$ cat config.mk
export PLATFORM = sky130hd
export DESIGN_NAME = monitor_uart_fifo
export DESIGN_NICKNAME = d
export VERILOG_FILES = /design/src/rtl/monitor_uart_pkg.sv /design/src/rtl/uart_byte_fifo.sv /design/src/rtl/monitor_uart_fifo.sv
export SDC_FILE = /design/constraint.sdc
export NUM_CORES = 1
export LEC_CHECK = 0
export CAP_MARGIN = 25
export CORE_ASPECT_RATIO = 1.5
export CORE_MARGIN = 2
export CORE_UTILIZATION = 40
export CTS_CLUSTER_DIAMETER = 100
export CTS_CLUSTER_SIZE = 28
export DETAILED_ROUTE_END_ITERATION = 16
export DONT_BUFFER_PORTS = 1
export GPL_ROUTABILITY_DRIVEN = 0
export REMOVE_ABC_BUFFERS = 1
export SYNTH_ARGS = -nofsm -noshare
export SYNTH_HDL_FRONTEND = slang
export SYNTH_HIERARCHICAL = 1
export SYNTH_SLANG_ARGS = --single-unit
$ cat constraint.sdc
create_clock -name MCLK_IN -period 4.7 [get_ports MCLK_IN]
set_input_delay 0 -clock MCLK_IN [delete_from_list [all_inputs] [get_ports MCLK_IN]]
set_output_delay 0 -clock MCLK_IN [all_outputs]
set_load 0.005 [all_outputs]
$ cat src/rtl/monitor_uart_pkg.sv
// Shared types and constants for the 68000-bus UART transmit FIFO.
// Status register layout and the drain busy-timeout length live here.
package monitor_uart_pkg;

   typedef enum logic {
      B_IDLE,
      B_ACK
   } bus_state_e;

   typedef enum logic [1:0] {
      D_IDLE,
      D_PULSE,
      D_WAIT_BUSY,
      D_WAIT_IDLE
   } drain_state_e;

   localparam int ST_EMPTY     = 0;
   localparam int ST_FULL      = 1;
   localparam int ST_OVERFLOW  = 2;
   localparam int ST_COUNT_LSB = 8;
   localparam int ST_COUNT_MSB = 15;

   localparam logic [7:0] BUSY_TIMEOUT = 8'd255;

   function automatic logic [15:0] status_word(input logic [7:0] cnt,
                                               input logic       ovf,
                                               input logic       full,
                                               input logic       empty);
      logic [15:0] w;
      w                            = '0;
      w[ST_COUNT_MSB:ST_COUNT_LSB] = cnt;
      w[ST_OVERFLOW]               = ovf;
      w[ST_FULL]                   = full;
      w[ST_EMPTY]                  = empty;
      return w;
   endfunction

endpackage

$ cat src/rtl/uart_byte_fifo.sv
// Byte FIFO of 2^DEPTH_LOG2 entries with a registered head byte.
// Pushes to a full FIFO are ignored; the full test uses the pre-pop count.
module uart_byte_fifo
   import monitor_uart_pkg::*;
#(
   parameter int DEPTH_LOG2 = 4
) (
   input  logic                  clk_i,
   input  logic                  rst_ni,
   input  logic                  push_i,
   input  logic [7:0]            wdata_i,
   input  logic                  pop_i,
   output logic [7:0]            head_o,
   output logic [DEPTH_LOG2:0]   count_o,
   output logic                  full_o,
   output logic                  empty_o
);

   localparam int DEPTH = 1 << DEPTH_LOG2;

   logic [7:0]            mem_q [DEPTH];
   logic [DEPTH_LOG2-1:0] wr_ptr_q, rd_ptr_q, rd_nxt;
   logic [DEPTH_LOG2:0]   count_q, count_d;
   logic [7:0]            head_q;
   logic                  do_push, do_pop;

   assign full_o  = count_q[DEPTH_LOG2];
   assign empty_o = (count_q == '0);
   assign count_o = count_q;
   assign head_o  = head_q;

   assign do_push = push_i && !full_o;
   assign do_pop  = pop_i && !empty_o;
   assign rd_nxt  = rd_ptr_q + 1'b1;
   assign count_d = count_q + (DEPTH_LOG2+1)'(do_push) - (DEPTH_LOG2+1)'(do_pop);

   always_ff @(posedge clk_i) begin
      if (do_push) mem_q[wr_ptr_q] <= wdata_i;
   end

   always_ff @(posedge clk_i or negedge rst_ni) begin
      if (!rst_ni) begin
         wr_ptr_q <= '0;
         rd_ptr_q <= '0;
         count_q  <= '0;
         head_q   <= '0;
      end else begin
         if (do_push) wr_ptr_q <= wr_ptr_q + 1'b1;
         if (do_pop)  rd_ptr_q <= rd_nxt;
         count_q <= count_d;
         // Incoming byte becomes head when nothing older remains behind it.
         if (do_push && (empty_o || (do_pop && count_q == (DEPTH_LOG2+1)'(1))))
            head_q <= wdata_i;
         else if (do_pop)
            head_q <= mem_q[rd_nxt];
      end
   end

endmodule

$ cat src/rtl/monitor_uart_fifo.sv
// 68000-bus UART transmit peripheral: CPU writes fill a FIFO drained into the monitor mailbox.
// Optional macro UART_FIFO_BUSY_TIMEOUT_EN abandons a handshake whose busy never rises.
module monitor_uart_fifo
   import monitor_uart_pkg::*;
#(
   parameter int DEPTH_LOG2    = 4,
   parameter int TRIGGER_WIDTH = 2
) (
   input  logic        MCLK_IN,
   input  logic        RUN_IN,
   input  logic        CS_IN,
   input  logic        AS_IN,
   input  logic        RW_IN,
   input  logic        LDS_IN,
   input  logic        REG_ADDR_IN,
   input  logic [7:0]  DATA_IN,
   output logic [15:0] DATA_OUT,
   output logic        DATA_OE,
   output logic        DTACK,
   input  logic        UART_SEND_BUSY_IN,
   output logic        UART_SEND_TRIGGER,
   output logic [7:0]  UART_SEND_BYTE
);

   localparam int PW = $clog2(TRIGGER_WIDTH + 1);

   logic                strb_s1_q, strb_s2_q, busy_s1_q, busy_s2_q;
   bus_state_e          bus_q;
   logic                dtack_q, oe_q, ovf_q;
   logic [15:0]         dout_q;
   drain_state_e        drn_q;
   logic                trig_q;
   logic [7:0]          byte_q;
   logic [PW-1:0]       pcnt_q;
`ifdef UART_FIFO_BUSY_TIMEOUT_EN
   logic [7:0]          tmo_q;
`endif

   logic                wr_data, pop;
   logic [7:0]          head;
   logic [DEPTH_LOG2:0] count;
   logic                full, empty;

   assign DATA_OUT          = dout_q;
   assign DATA_OE           = oe_q;
   assign DTACK             = dtack_q;
   assign UART_SEND_TRIGGER = trig_q;
   assign UART_SEND_BYTE    = byte_q;

   always_ff @(posedge MCLK_IN or negedge RUN_IN) begin
      if (!RUN_IN) begin
         strb_s1_q <= 1'b1;
         strb_s2_q <= 1'b1;
         busy_s1_q <= 1'b0;
         busy_s2_q <= 1'b0;
      end else begin
         strb_s1_q <= AS_IN | CS_IN;
         strb_s2_q <= strb_s1_q;
         busy_s1_q <= UART_SEND_BUSY_IN;
         busy_s2_q <= busy_s1_q;
      end
   end

   assign wr_data = (bus_q == B_IDLE) && !strb_s2_q && !RW_IN && !LDS_IN && !REG_ADDR_IN;
   assign pop     = (drn_q == D_IDLE) && !empty && !busy_s2_q;

   uart_byte_fifo #(.DEPTH_LOG2(DEPTH_LOG2)) u_fifo (
      .clk_i   (MCLK_IN),
      .rst_ni  (RUN_IN),
      .push_i  (wr_data),
      .wdata_i (DATA_IN),
      .pop_i   (pop),
      .head_o  (head),
      .count_o (count),
      .full_o  (full),
      .empty_o (empty)
   );

   always_ff @(posedge MCLK_IN or negedge RUN_IN) begin
      if (!RUN_IN) begin
         bus_q   <= B_IDLE;
         dtack_q <= 1'b1;
         oe_q    <= 1'b0;
         dout_q  <= '0;
         ovf_q   <= 1'b0;
      end else begin
         case (bus_q)
            B_IDLE: if (!strb_s2_q) begin
               dtack_q <= 1'b0;
               bus_q   <= B_ACK;
               if (RW_IN) begin
                  oe_q <= 1'b1;
                  if (REG_ADDR_IN) begin
                     dout_q <= status_word(8'(count), ovf_q, full, empty);
                     ovf_q  <= 1'b0;
                  end else begin
                     dout_q <= '0;
                  end
               end else if (wr_data && full) begin
                  ovf_q <= 1'b1;
               end
            end
            B_ACK: if (strb_s2_q) begin
               dtack_q <= 1'b1;
               oe_q    <= 1'b0;
               bus_q   <= B_IDLE;
            end
            default: bus_q <= B_IDLE;
         endcase
      end
   end

   always_ff @(posedge MCLK_IN or negedge RUN_IN) begin
      if (!RUN_IN) begin
         drn_q  <= D_IDLE;
         trig_q <= 1'b0;
         byte_q <= '0;
         pcnt_q <= '0;
`ifdef UART_FIFO_BUSY_TIMEOUT_EN
         tmo_q  <= '0;
`endif
      end else begin
         case (drn_q)
            D_IDLE: if (pop) begin
               byte_q <= head;
               drn_q  <= D_PULSE;
            end
            // First cycle in D_PULSE raises the trigger, so the byte is stable a cycle ahead.
            D_PULSE: if (!trig_q) begin
               trig_q <= 1'b1;
               pcnt_q <= PW'(1);
            end else if (pcnt_q == PW'(TRIGGER_WIDTH)) begin
               trig_q <= 1'b0;
               drn_q  <= D_WAIT_BUSY;
`ifdef UART_FIFO_BUSY_TIMEOUT_EN
               tmo_q  <= '0;
`endif
            end else begin
               pcnt_q <= pcnt_q + 1'b1;
            end
            D_WAIT_BUSY: begin
               if (busy_s2_q) drn_q <= D_WAIT_IDLE;
`ifdef UART_FIFO_BUSY_TIMEOUT_EN
               else if (tmo_q == BUSY_TIMEOUT - 8'd1) drn_q <= D_IDLE;
               else tmo_q <= tmo_q + 8'd1;
`endif
            end
            D_WAIT_IDLE: if (!busy_s2_q) drn_q <= D_IDLE;
            default: drn_q <= D_IDLE;
         endcase
      end
   end

endmodule

==> impl_metrics.env <==
export IMPL_status="finished clean"
export IMPL_track_usage=0.157
export IMPL_synth_top_family_by_area="simple AND/OR/NAND/NOR gates"
export IMPL_numPortBuffers=0
export IMPL_grt_pass1_vias=4048
export IMPL_fin_crit_sh=0.731
export IMPL_layout_min_cycle_time_ps=3430
export IMPL_dr_pass1_iters=7
export IMPL_slew_headroom=0.333
export IMPL_synth_mux_area_fraction=0.0908
export IMPL_hpwl_um=9830
export IMPL_io_pin_count=43
export IMPL_core_area_um2=18500
export IMPL_start_util=0.408
export IMPL_cts_sink_count=178
export IMPL_numCtsBuffers=17
export IMPL_critPathSlowestCell="nor2b_1"
export IMPL_clk_pin_slew_ps=60
export IMPL_peakVddDrop_v=0.000273
export IMPL_design_area_um2=8450
export IMPL_worstSkewPairLatency_ps=420
export IMPL_powerDensity_nw_per_um2=608
export IMPL_dpl_cell_area_um2=7720
export IMPL_netlist_area_um2=7530
export IMPL_ctsHoldBuffers=15
export IMPL_reg2reg_setup_slack_ps=1270
export IMPL_synth_edf_count=128
export IMPL_cp_top_family="simple AND/OR/NAND/NOR gates"
export IMPL_synth_top_area_frac=0.510
export IMPL_num_vias=4043
export IMPL_cts_root_buf="clkbuf_16"
export IMPL_synthTopCellsByArea="edfxtp_1 51%, dfrtp_1 16%, mux4_1 4.9%"
export IMPL_max_slew_worst_pin_slew_ps=1000
export IMPL_grt_setup_unrepaired="no"
export IMPL_cts_tree="built"
export IMPL_end_kind="flip-flop"
export IMPL_die_area_um2=20000
export IMPL_min_from="REG_ADDR_IN"
export IMPL_synth_common_cells="128 x edfxtp_1, 81 x nand2_1, 47 x dfrtp_1"
export IMPL_cp_start_kind="flip-flop"
export IMPL_nFillCells=1644
export IMPL_syn_to_final_growth_pct=12.2
export IMPL_cp_required_ps=5010
export IMPL_max_stage_delay_ps=510
export IMPL_yosysTopAreaCell="edfxtp_1"
export IMPL_vias_per_cell=5.14
export IMPL_maxCapViolCount=0
export IMPL_path_common_cell="inv_1"
export IMPL_synthArstFlopShare=0.281
export IMPL_power_leakage_nw=3.10
export IMPL_slew_viol_final=0
export IMPL_finalSetupTns_ps=0
export IMPL_synth_xor_area_frac=0.0151
export IMPL_grt_overflow=0
export IMPL_syn_area_per_cell_um2=14.8
export IMPL_drt_wl_total_um=14700
export IMPL_skew_ps=10.7
export IMPL_path_buf_inv=4
export IMPL_die_h_um=172
export IMPL_synth_cells=509
export IMPL_worstSetupStartpoint="u_fifo/count_o[2]"
export IMPL_worstSetupPathType="reg2reg"
export IMPL_htree_levels=4
export IMPL_cts_resized=0
export IMPL_yosysMostFrequentCell="edfxtp_1"
export IMPL_synthSimpleGateAreaFrac=0.102
export IMPL_grt_pass1_wl_um=22800
export IMPL_cts_setup_buffers=0
export IMPL_drcViolationCount=0
export IMPL_r2r_start="u_fifo/count_o[2]"
export IMPL_drt_iter0_drc=207
export IMPL_synth_seq_area_share=0.677
export IMPL_wl_per_cell_um=18.7
export IMPL_row_count=61
export IMPL_arrival_ps=3740
export IMPL_hp_class="in2reg"
export IMPL_setup_viol=0
export IMPL_yosysUniqueCellTypes=48
export IMPL_ys_flop_type="edfxtp_1"
export IMPL_timing_fmax_ghz=0.291
export IMPL_drive_above_1_share=0.107
export IMPL_synthAdderAreaFrac=0.0342
export IMPL_grt_antenna_before_repair=2
export IMPL_path_cells="inv_1, ha_1, nor4b_2, nor2_1, and2_1, nor2b_1, ha_1, inv_1, ha_1, inv_1, fa_1, inv_1, a21oi_1, nor2_1, nor2_1, xnor2_1"
export IMPL_route_antenna_remaining_nets=0
export IMPL_yosys_warnings=6
export IMPL_synth_seq_cells=178
export IMPL_synth_compound_area_share=0.0432
export IMPL_clock_path_buffers=2
export IMPL_die_w_um=116
export IMPL_final_hold_viol_count=0
export IMPL_nets=558
export IMPL_grt_max_degree=51
export IMPL_cp_max_fo=11
## metal layers
metal  vias up  part of all wire  routed length [um]  GRT usage
met1      2064              0.41                5970      0.179
met3        16             0.034                 498     0.0386
met2        72              0.55                8030      0.281
met5         -                 0                   0          0
met4         0             0.015                 228     0.0575
li1       1891                 -                   -          -
## cell usage in the layout (no fill, tap or decap), types with 10 or more instances in the layout
master / instances
and2_1: 18
clkbuf_16: 17
dfrtp_1: 47
dlygate4sd3_1: 14
edfxtp_1: 128
ha_1: 19
inv_1: 20
mux2_2: 17
mux4_1: 14
nand2_1: 81
nand3_1: 20
nand4_1: 10
nor2_1: 10
## kinds of logic (layout without fill, tap and decap cells)
| kind of cell | after synthesis | in the layout |
|---|---|---|
| buf+inv | 51 | 68 |
| compound gates | 44 | 44 |
| other cells | 1 | 10 |
| xor+xnor | 13 | 13 |
| mux | 41 | 41 |
| simple gates | 161 | 161 |
| flops | 178 | 178 |
| fa+ha+maj | 20 | 20 |
## path summary, 6_finish.rpt
kind	cells past startpoint	endpoint
max	16	u_fifo/count_o[4]
min reg2reg	0	strb_s2_q
max in group asynchronous	2	strb_s2_q
min	3	ovf_q
max reg2reg	16	u_fifo/count_o[4]
min in group asynchronous	2	DATA_OUT[11]
## worst min-delay path, delay by kind of cell
kind                   cells  cell delay (ps)
buffers and inverters      1              140
AND/OR/NAND/NOR            1               30
AO/OA/AOI/OAI              1              230
## where the power goes
part / internal (mW) / total (mW) / switching [mW]
Clock: 0.825 / 1.36 / 0.533
Combinational: 0.777 / 1.72 / 0.940
Sequential: 1.86 / 2.06 / 0.198
Total: 3.46 / 5.14 / 1.67
## layout make-up
class,instances,area (um2),share of cell area
clock buffers,23,448,0.0530
diodes,2,5.00,0.000592
well taps,252,315,0.0373
inverters,20,75.1,0.00888
repair buffers,18,190,0.0225
flip-flops and latches,178,5100,0.603
multi-input cells,287,2210,0.261
clock inverters,7,110,0.0130
## sequential cells by signal, indices dropped and copies added (netlist names)
name and cells:
DATA_OE 1, DATA_OUT 8, DTACK 1, UART_SEND_BYTE 8
UART_SEND_TRIGGER 1, bus_q 1, busy_s1_q 1, busy_s2_q 1
drn_q 2, ovf_q 1, pcnt_q 2, strb_s1_q 1
strb_s2_q 1, u_fifo/count_o 5, u_fifo/head_o 8, u_fifo/mem_q 128
u_fifo/rd_ptr_q 4, u_fifo/wr_ptr_q 4
## metrics by stage
step	instances	utilization	power, mW	hold slack (ps)	setup WS (ps)
floorplan	485	-	3.32	-296	694
detailed placement	740	0.418	3.79	-294	1270
global placement	740	0.418	3.73	-294	1440
CTS	785	0.457	5.20	6.32	1230
global route	787	0.458	5.45	22.1	990
finish	787	0.458	5.14	21.5	1270
Note: power is estimated with default switching activity, not from simulation.
